`config.mk`:
```
export PLATFORM = sky130hd
export DESIGN_NAME = sad_window_unit
export DESIGN_NICKNAME = d
export VERILOG_FILES = /design/src/rtl/sad_window_unit.sv
export SDC_FILE = /design/constraint.sdc
export NUM_CORES = 2
export LEC_CHECK = 0
export CAP_MARGIN = 20
export CELL_PAD_IN_SITES_DETAIL_PLACEMENT = 0
export CELL_PAD_IN_SITES_GLOBAL_PLACEMENT = 2
export CORE_MARGIN = 2
export CORE_UTILIZATION = 36
export DETAILED_ROUTE_END_ITERATION = 7
export PLACE_DENSITY = 0.95
export SYNTH_ARGS = -nofsm -noshare
export SYNTH_HDL_FRONTEND = slang
export SYNTH_SLANG_ARGS = --single-unit
```
`constraint.sdc`:
```
create_clock -name Clk -period 16 [get_ports Clk]
set_input_delay 2.4 -clock Clk [delete_from_list [all_inputs] [get_ports Clk]]
set_output_delay 2.4 -clock Clk [all_outputs]
set_load 0.05 [all_outputs]
```
`src/rtl/sad_window_unit.sv`:
```
// Sum-of-absolute-differences engine: walks a WinRows x WinCols window row-major,
// reading frame/window words in pairs and accumulating a saturating |A-B| sum.
module sad_window_unit #(
  parameter int DATA_W = 32,
  parameter int DIM_W  = 16
) (
  input  logic              Clk,
  input  logic              Reset,
  input  logic              Start,
  input  logic [DATA_W-1:0] FrameBase,
  input  logic [DATA_W-1:0] WindowBase,
  input  logic [DIM_W-1:0]  FrameCols,
  input  logic [DIM_W-1:0]  WinRows,
  input  logic [DIM_W-1:0]  WinCols,
  input  logic [DIM_W-1:0]  X,
  input  logic [DIM_W-1:0]  Y,
  output logic [DATA_W-1:0] MemAddrA,
  output logic [DATA_W-1:0] MemAddrB,
  output logic              MemRead,
  input  logic [DATA_W-1:0] MemDataA,
  input  logic [DATA_W-1:0] MemDataB,
  output logic              Busy,
  output logic              Done,
  output logic [DATA_W-1:0] SadOut
);

  typedef enum logic [2:0] {
    IDLE  = 3'd0,
    SETUP = 3'd1,
    ISSUE = 3'd2,
    DRAIN = 3'd3,
    DONE  = 3'd4
  } state_t;

  localparam logic [DATA_W-1:0] WORD_BYTES = DATA_W'(3'd4);
  localparam logic [DIM_W-1:0]  DIM_ONE    = DIM_W'(1'b1);
  localparam logic [DIM_W-1:0]  DIM_ZERO   = {DIM_W{1'b0}};
  localparam logic [DATA_W-1:0] DATA_ZERO  = {DATA_W{1'b0}};

  function automatic logic [DATA_W-1:0] abs_diff(input logic [DATA_W-1:0] a,
                                                 input logic [DATA_W-1:0] b);
    if (a >= b) abs_diff = a - b;
    else        abs_diff = b - a;
  endfunction

  function automatic logic [DATA_W-1:0] sat_add(input logic [DATA_W-1:0] a,
                                                input logic [DATA_W-1:0] b);
    logic [DATA_W:0] sum;
    sum = {1'b0, a} + {1'b0, b};
    if (sum[DATA_W]) sat_add = {DATA_W{1'b1}};
    else             sat_add = sum[DATA_W-1:0];
  endfunction

  state_t            state_r;
  logic [DATA_W-1:0] frame_base_r, win_base_r, row_ptr_r, acc_r;
  logic [DIM_W-1:0]  frame_cols_r, win_rows_r, win_cols_r, x_r, y_r;
  logic [DIM_W-1:0]  i_r, j_r;
  logic              valid_r;

  logic [2*DIM_W-1:0] prod_s;
  logic [DATA_W-1:0]  offset_s, row_start_s, stride_s, acc_next_s;
  logic               last_col_s, last_row_s, empty_s;

  // Address arithmetic for the window origin and the per-row stride.
  always_comb begin
    prod_s      = {{DIM_W{1'b0}}, y_r} * {{DIM_W{1'b0}}, frame_cols_r};
    offset_s    = DATA_W'(prod_s) + DATA_W'(x_r);
    row_start_s = frame_base_r + (offset_s << 2'd2);
    stride_s    = DATA_W'(frame_cols_r) << 2'd2;
    last_col_s  = (j_r == win_cols_r - DIM_ONE);
    last_row_s  = (i_r == win_rows_r - DIM_ONE);
    empty_s     = (win_rows_r == DIM_ZERO) || (win_cols_r == DIM_ZERO);
  end

  // Saturating accumulate of the pair returned by memory this cycle.
  always_comb begin
    acc_next_s = acc_r;
    if (valid_r) acc_next_s = sat_add(acc_r, abs_diff(MemDataA, MemDataB));
    else         acc_next_s = acc_r;
  end

  // Control FSM, address generation and registered outputs.
  always_ff @(posedge Clk or posedge Reset) begin
    if (Reset) begin
      state_r      <= IDLE;
      frame_base_r <= DATA_ZERO;
      win_base_r   <= DATA_ZERO;
      row_ptr_r    <= DATA_ZERO;
      acc_r        <= DATA_ZERO;
      frame_cols_r <= DIM_ZERO;
      win_rows_r   <= DIM_ZERO;
      win_cols_r   <= DIM_ZERO;
      x_r          <= DIM_ZERO;
      y_r          <= DIM_ZERO;
      i_r          <= DIM_ZERO;
      j_r          <= DIM_ZERO;
      valid_r      <= 1'b0;
      MemAddrA     <= DATA_ZERO;
      MemAddrB     <= DATA_ZERO;
      MemRead      <= 1'b0;
      Busy         <= 1'b0;
      Done         <= 1'b0;
      SadOut       <= DATA_ZERO;
    end else begin
      valid_r <= MemRead;
      acc_r   <= acc_next_s;
      case (state_r)
        IDLE: begin
          if (Start) begin
            frame_base_r <= FrameBase;
            win_base_r   <= WindowBase;
            frame_cols_r <= FrameCols;
            win_rows_r   <= WinRows;
            win_cols_r   <= WinCols;
            x_r          <= X;
            y_r          <= Y;
            acc_r        <= DATA_ZERO;
            SadOut       <= DATA_ZERO;
            Busy         <= 1'b1;
            state_r      <= SETUP;
          end
        end
        SETUP: begin
          i_r       <= DIM_ZERO;
          j_r       <= DIM_ZERO;
          row_ptr_r <= row_start_s;
          // An empty window still passes through DRAIN so Done lands at the same N+2 offset.
          if (empty_s) begin
            state_r <= DRAIN;
          end else begin
            MemRead  <= 1'b1;
            MemAddrA <= row_start_s;
            MemAddrB <= win_base_r;
            state_r  <= ISSUE;
          end
        end
        ISSUE: begin
          if (last_col_s && last_row_s) begin
            MemRead <= 1'b0;
            state_r <= DRAIN;
          end else if (last_col_s) begin
            j_r       <= DIM_ZERO;
            i_r       <= i_r + DIM_ONE;
            row_ptr_r <= row_ptr_r + stride_s;
            MemAddrA  <= row_ptr_r + stride_s;
            MemAddrB  <= MemAddrB + WORD_BYTES;
          end else begin
            j_r      <= j_r + DIM_ONE;
            MemAddrA <= MemAddrA + WORD_BYTES;
            MemAddrB <= MemAddrB + WORD_BYTES;
          end
        end
        DRAIN: begin
          Done    <= 1'b1;
          SadOut  <= acc_next_s;
          state_r <= DONE;
        end
        DONE: begin
          Done    <= 1'b0;
          Busy    <= 1'b0;
          state_r <= IDLE;
        end
        default: begin
          MemRead <= 1'b0;
          Busy    <= 1'b0;
          Done    <= 1'b0;
          state_r <= IDLE;
        end
      endcase
    end
  end

endmodule
```
==> results.sh <==
export IMPL_grt_pass1_wl_um=154000
export IMPL_finalCritPeriodShare_pct=60.0
export IMPL_cpMaxStageDelayCell="buf_4"
export IMPL_die_h_um=302
export IMPL_r2r_start="frame_cols_r[9]"
export IMPL_routedWlPerCell_um=18.1
export IMPL_worstSetupEndpointType="register"
export IMPL_first_pass_iters=5
export IMPL_portBuffers=309
export IMPL_ys_warn_count=0
export IMPL_cts_tree="built"
export IMPL_netlist_area_leader_share_pct=26.8
export IMPL_htree_num_levels=2
export IMPL_reg2reg_to="MemAddrA[30]"
export IMPL_cp_buffers_inverters=6
export IMPL_critPathMaxStageDelay_ns=0.57
export IMPL_fmax_ghz=0.104
export IMPL_synth_top_cell_by_area="dfrtp_1"
export IMPL_numCtsBuffers=42
export IMPL_grt_usage_pct=21.1
export IMPL_whs_ns=0.446
export IMPL_drive_above_1_share_pct=3.18
export IMPL_grt_max_degree=154
export IMPL_synth_net_count=4584
export IMPL_start_kind="primary input"
export IMPL_cts_resized=0
export IMPL_min_to="valid_r"
export IMPL_hold_buffers=0
export IMPL_yosysUniqueCellTypes=79
export IMPL_cpLargestDelayFamily="compound AO/OA/AOI/OAI gates"
export IMPL_yosysMostFrequentCell="nand2_1"
export IMPL_gp_congestion=0.876
export IMPL_clk_latency_ns=0.60
export IMPL_rows=109
export IMPL_syn_avg_cell_area_um2=8.17
export IMPL_vias_per_cell=5.23
export IMPL_clk_pin_slew_worst_paths_ns=0.06
export IMPL_finalNetCount=4794
export IMPL_required_ns=16.43
export IMPL_antenna_found_initial=10
export IMPL_outcome="completed"
export IMPL_tightest_slew_ns=0.944
export IMPL_synthCells=3914
export IMPL_vias=27800
export IMPL_overflow=0
export IMPL_synth_area_leaders="dfrtp_1 (27%), fa_1 (13%), ha_1 (9.6%)"
export IMPL_num_io_pins=310
export IMPL_synth_edf_count=0
export IMPL_worstPathArrival_ns=10.03
export IMPL_synthFlopType="dfrtp_1"
export IMPL_drtIter0Drc=1500
export IMPL_syn2layout_area_growth_pct=17.8
export IMPL_crit_type="in -> reg"
export IMPL_die_x_um=302
export IMPL_synthesis_area_um2=32000
export IMPL_hold_viol=0
export IMPL_worst_path_most_repeated_cell="o21ai_0"
export IMPL_wirelength_um=96200
export IMPL_rsz0062_at_grt="no"
export IMPL_min_delay_start="MemRead"
export IMPL_layout_min_cycle_time_ns=9.59
export IMPL_reg2reg_slack_ns=6.85
export IMPL_yosysSeqAreaShare_pct=26.8
export IMPL_reg2reg_depth=33
export IMPL_setup_viol=0
export IMPL_cts_root_buf="clkbuf_16"
export IMPL_grt_pass1_vias=27900
export IMPL_drv_cap=0
export IMPL_min_path_cells=0
export IMPL_finalSetupTns_ns=0
export IMPL_post_cts_buffers=0
export IMPL_async_flop_share_pct=100
export IMPL_cts_sink_count=343
export IMPL_dieArea_um2=91200
export IMPL_slew_viol_final=0
export IMPL_skew_ns=0.0355
export IMPL_drc=0
export IMPL_worst_path_max_fanout=56
export IMPL_dp_hpwl_um=73100
export IMPL_ys_ff_latch=343
export IMPL_initial_core_util_pct=36.2
export IMPL_hp_class="reg -> reg"
export IMPL_synthTopCellsByCount="nand2_1 (750), inv_1 (429), dfrtp_1 (343), a21oi_1 (273), ha_1 (245)"
export IMPL_clockBufferDepth=3
export IMPL_slew_headroom_pct=35.4
export IMPL_core_um2=88200
export IMPL_antenna_left=0
per-layer routing:
metal	vias up	GRT usage, %	share of wire, %
met5	-	0	0.11
met4	18	5.66	2.6
met3	152	3.49	4.5
met2	526	34.9	47
met1	13700	28.5	46
li1	13500	-	-
stage by stage:
stage / worst slack (ns) / instances / utilization [%] / area (µm²)
2_1_floorplan: 4.09 / 3914 / - / 32000
3_3_place_gp: 5.96 / 5243 / 41.0 / 36200
3_5_place_dp: 5.82 / 5243 / 41.0 / 36200
4_1_cts: 6.42 / 5317 / 42.6 / 37600
5_1_grt: 5.83 / 5319 / 42.7 / 37700
6_report: 6.41 / 5321 / 42.7 / 37700
cell families after synthesis:
group                    Yosys count  share of synthesized area, %
multiplexers                      20                         0.634
buffers and inverters            606                          7.15
AO/OA/AOI/OAI                    873                          17.2
adder cells (fa/ha/maj)          459                          23.0
XOR/XNOR                         196                          5.37
AND/OR/NAND/NOR                 1417                          19.8
flip-flops                       343                          26.8
worst max-delay path by stage:
stage	start	end	cells after the start
4_1_cts	MemDataA[0]	SadOut[9]	27
6_report	MemDataA[0]	SadOut[9]	27
3_3_place_gp	MemDataA[0]	SadOut[4]	27
3_5_place_dp	MemDataA[0]	SadOut[11]	27
5_1_grt	MemDataA[0]	SadOut[9]	27
2_1_floorplan	Reset	Busy	1
placed cells by master, fill, tap and decap left out, drive strengths merged, types with 130 or more instances in the layout:
cell type	synthesis	routed
nand2	750	750
inv	429	430
dfrtp	343	343
clkdlybuf4s50	0	309
a21oi	274	274
ha	245	245
nor2	226	226
fa	214	214
o21ai	202	202
and2	130	130
area by class of cell:
type	instances	area [µm²]
clock inverter	22	329
tap	1165	1460
sequential	343	8580
multi-input combinational	2965	21200
inverter	429	1620
clock buffer	52	1140
antenna	2	5.00
timing repair buffer	343	3390
fill	8946	50600
worst reg2reg max path: cells and delay by family, from the launching register on:
kind,cells,cell delay (ns)
XOR/XNOR,2,0.53
buffers and inverters,6,0.33
AO/OA/AOI/OAI,11,2.72
adder cells (fa/ha/maj),8,3.75
flip-flops,1,0.92
AND/OR/NAND/NOR,6,0.78
flip-flops by register name (all words and copies together) (netlist names), 32 cells and up:
register / count
row_ptr_r: 32
win_base_r: 32
frame_base_r: 32
acc_r: 32
MemAddrA: 32
SadOut: 32
MemAddrB: 32
Power is left out: the tool's default activity adds up to more than one toggle a clock period on the data nets, which glitch-free logic cannot reach.
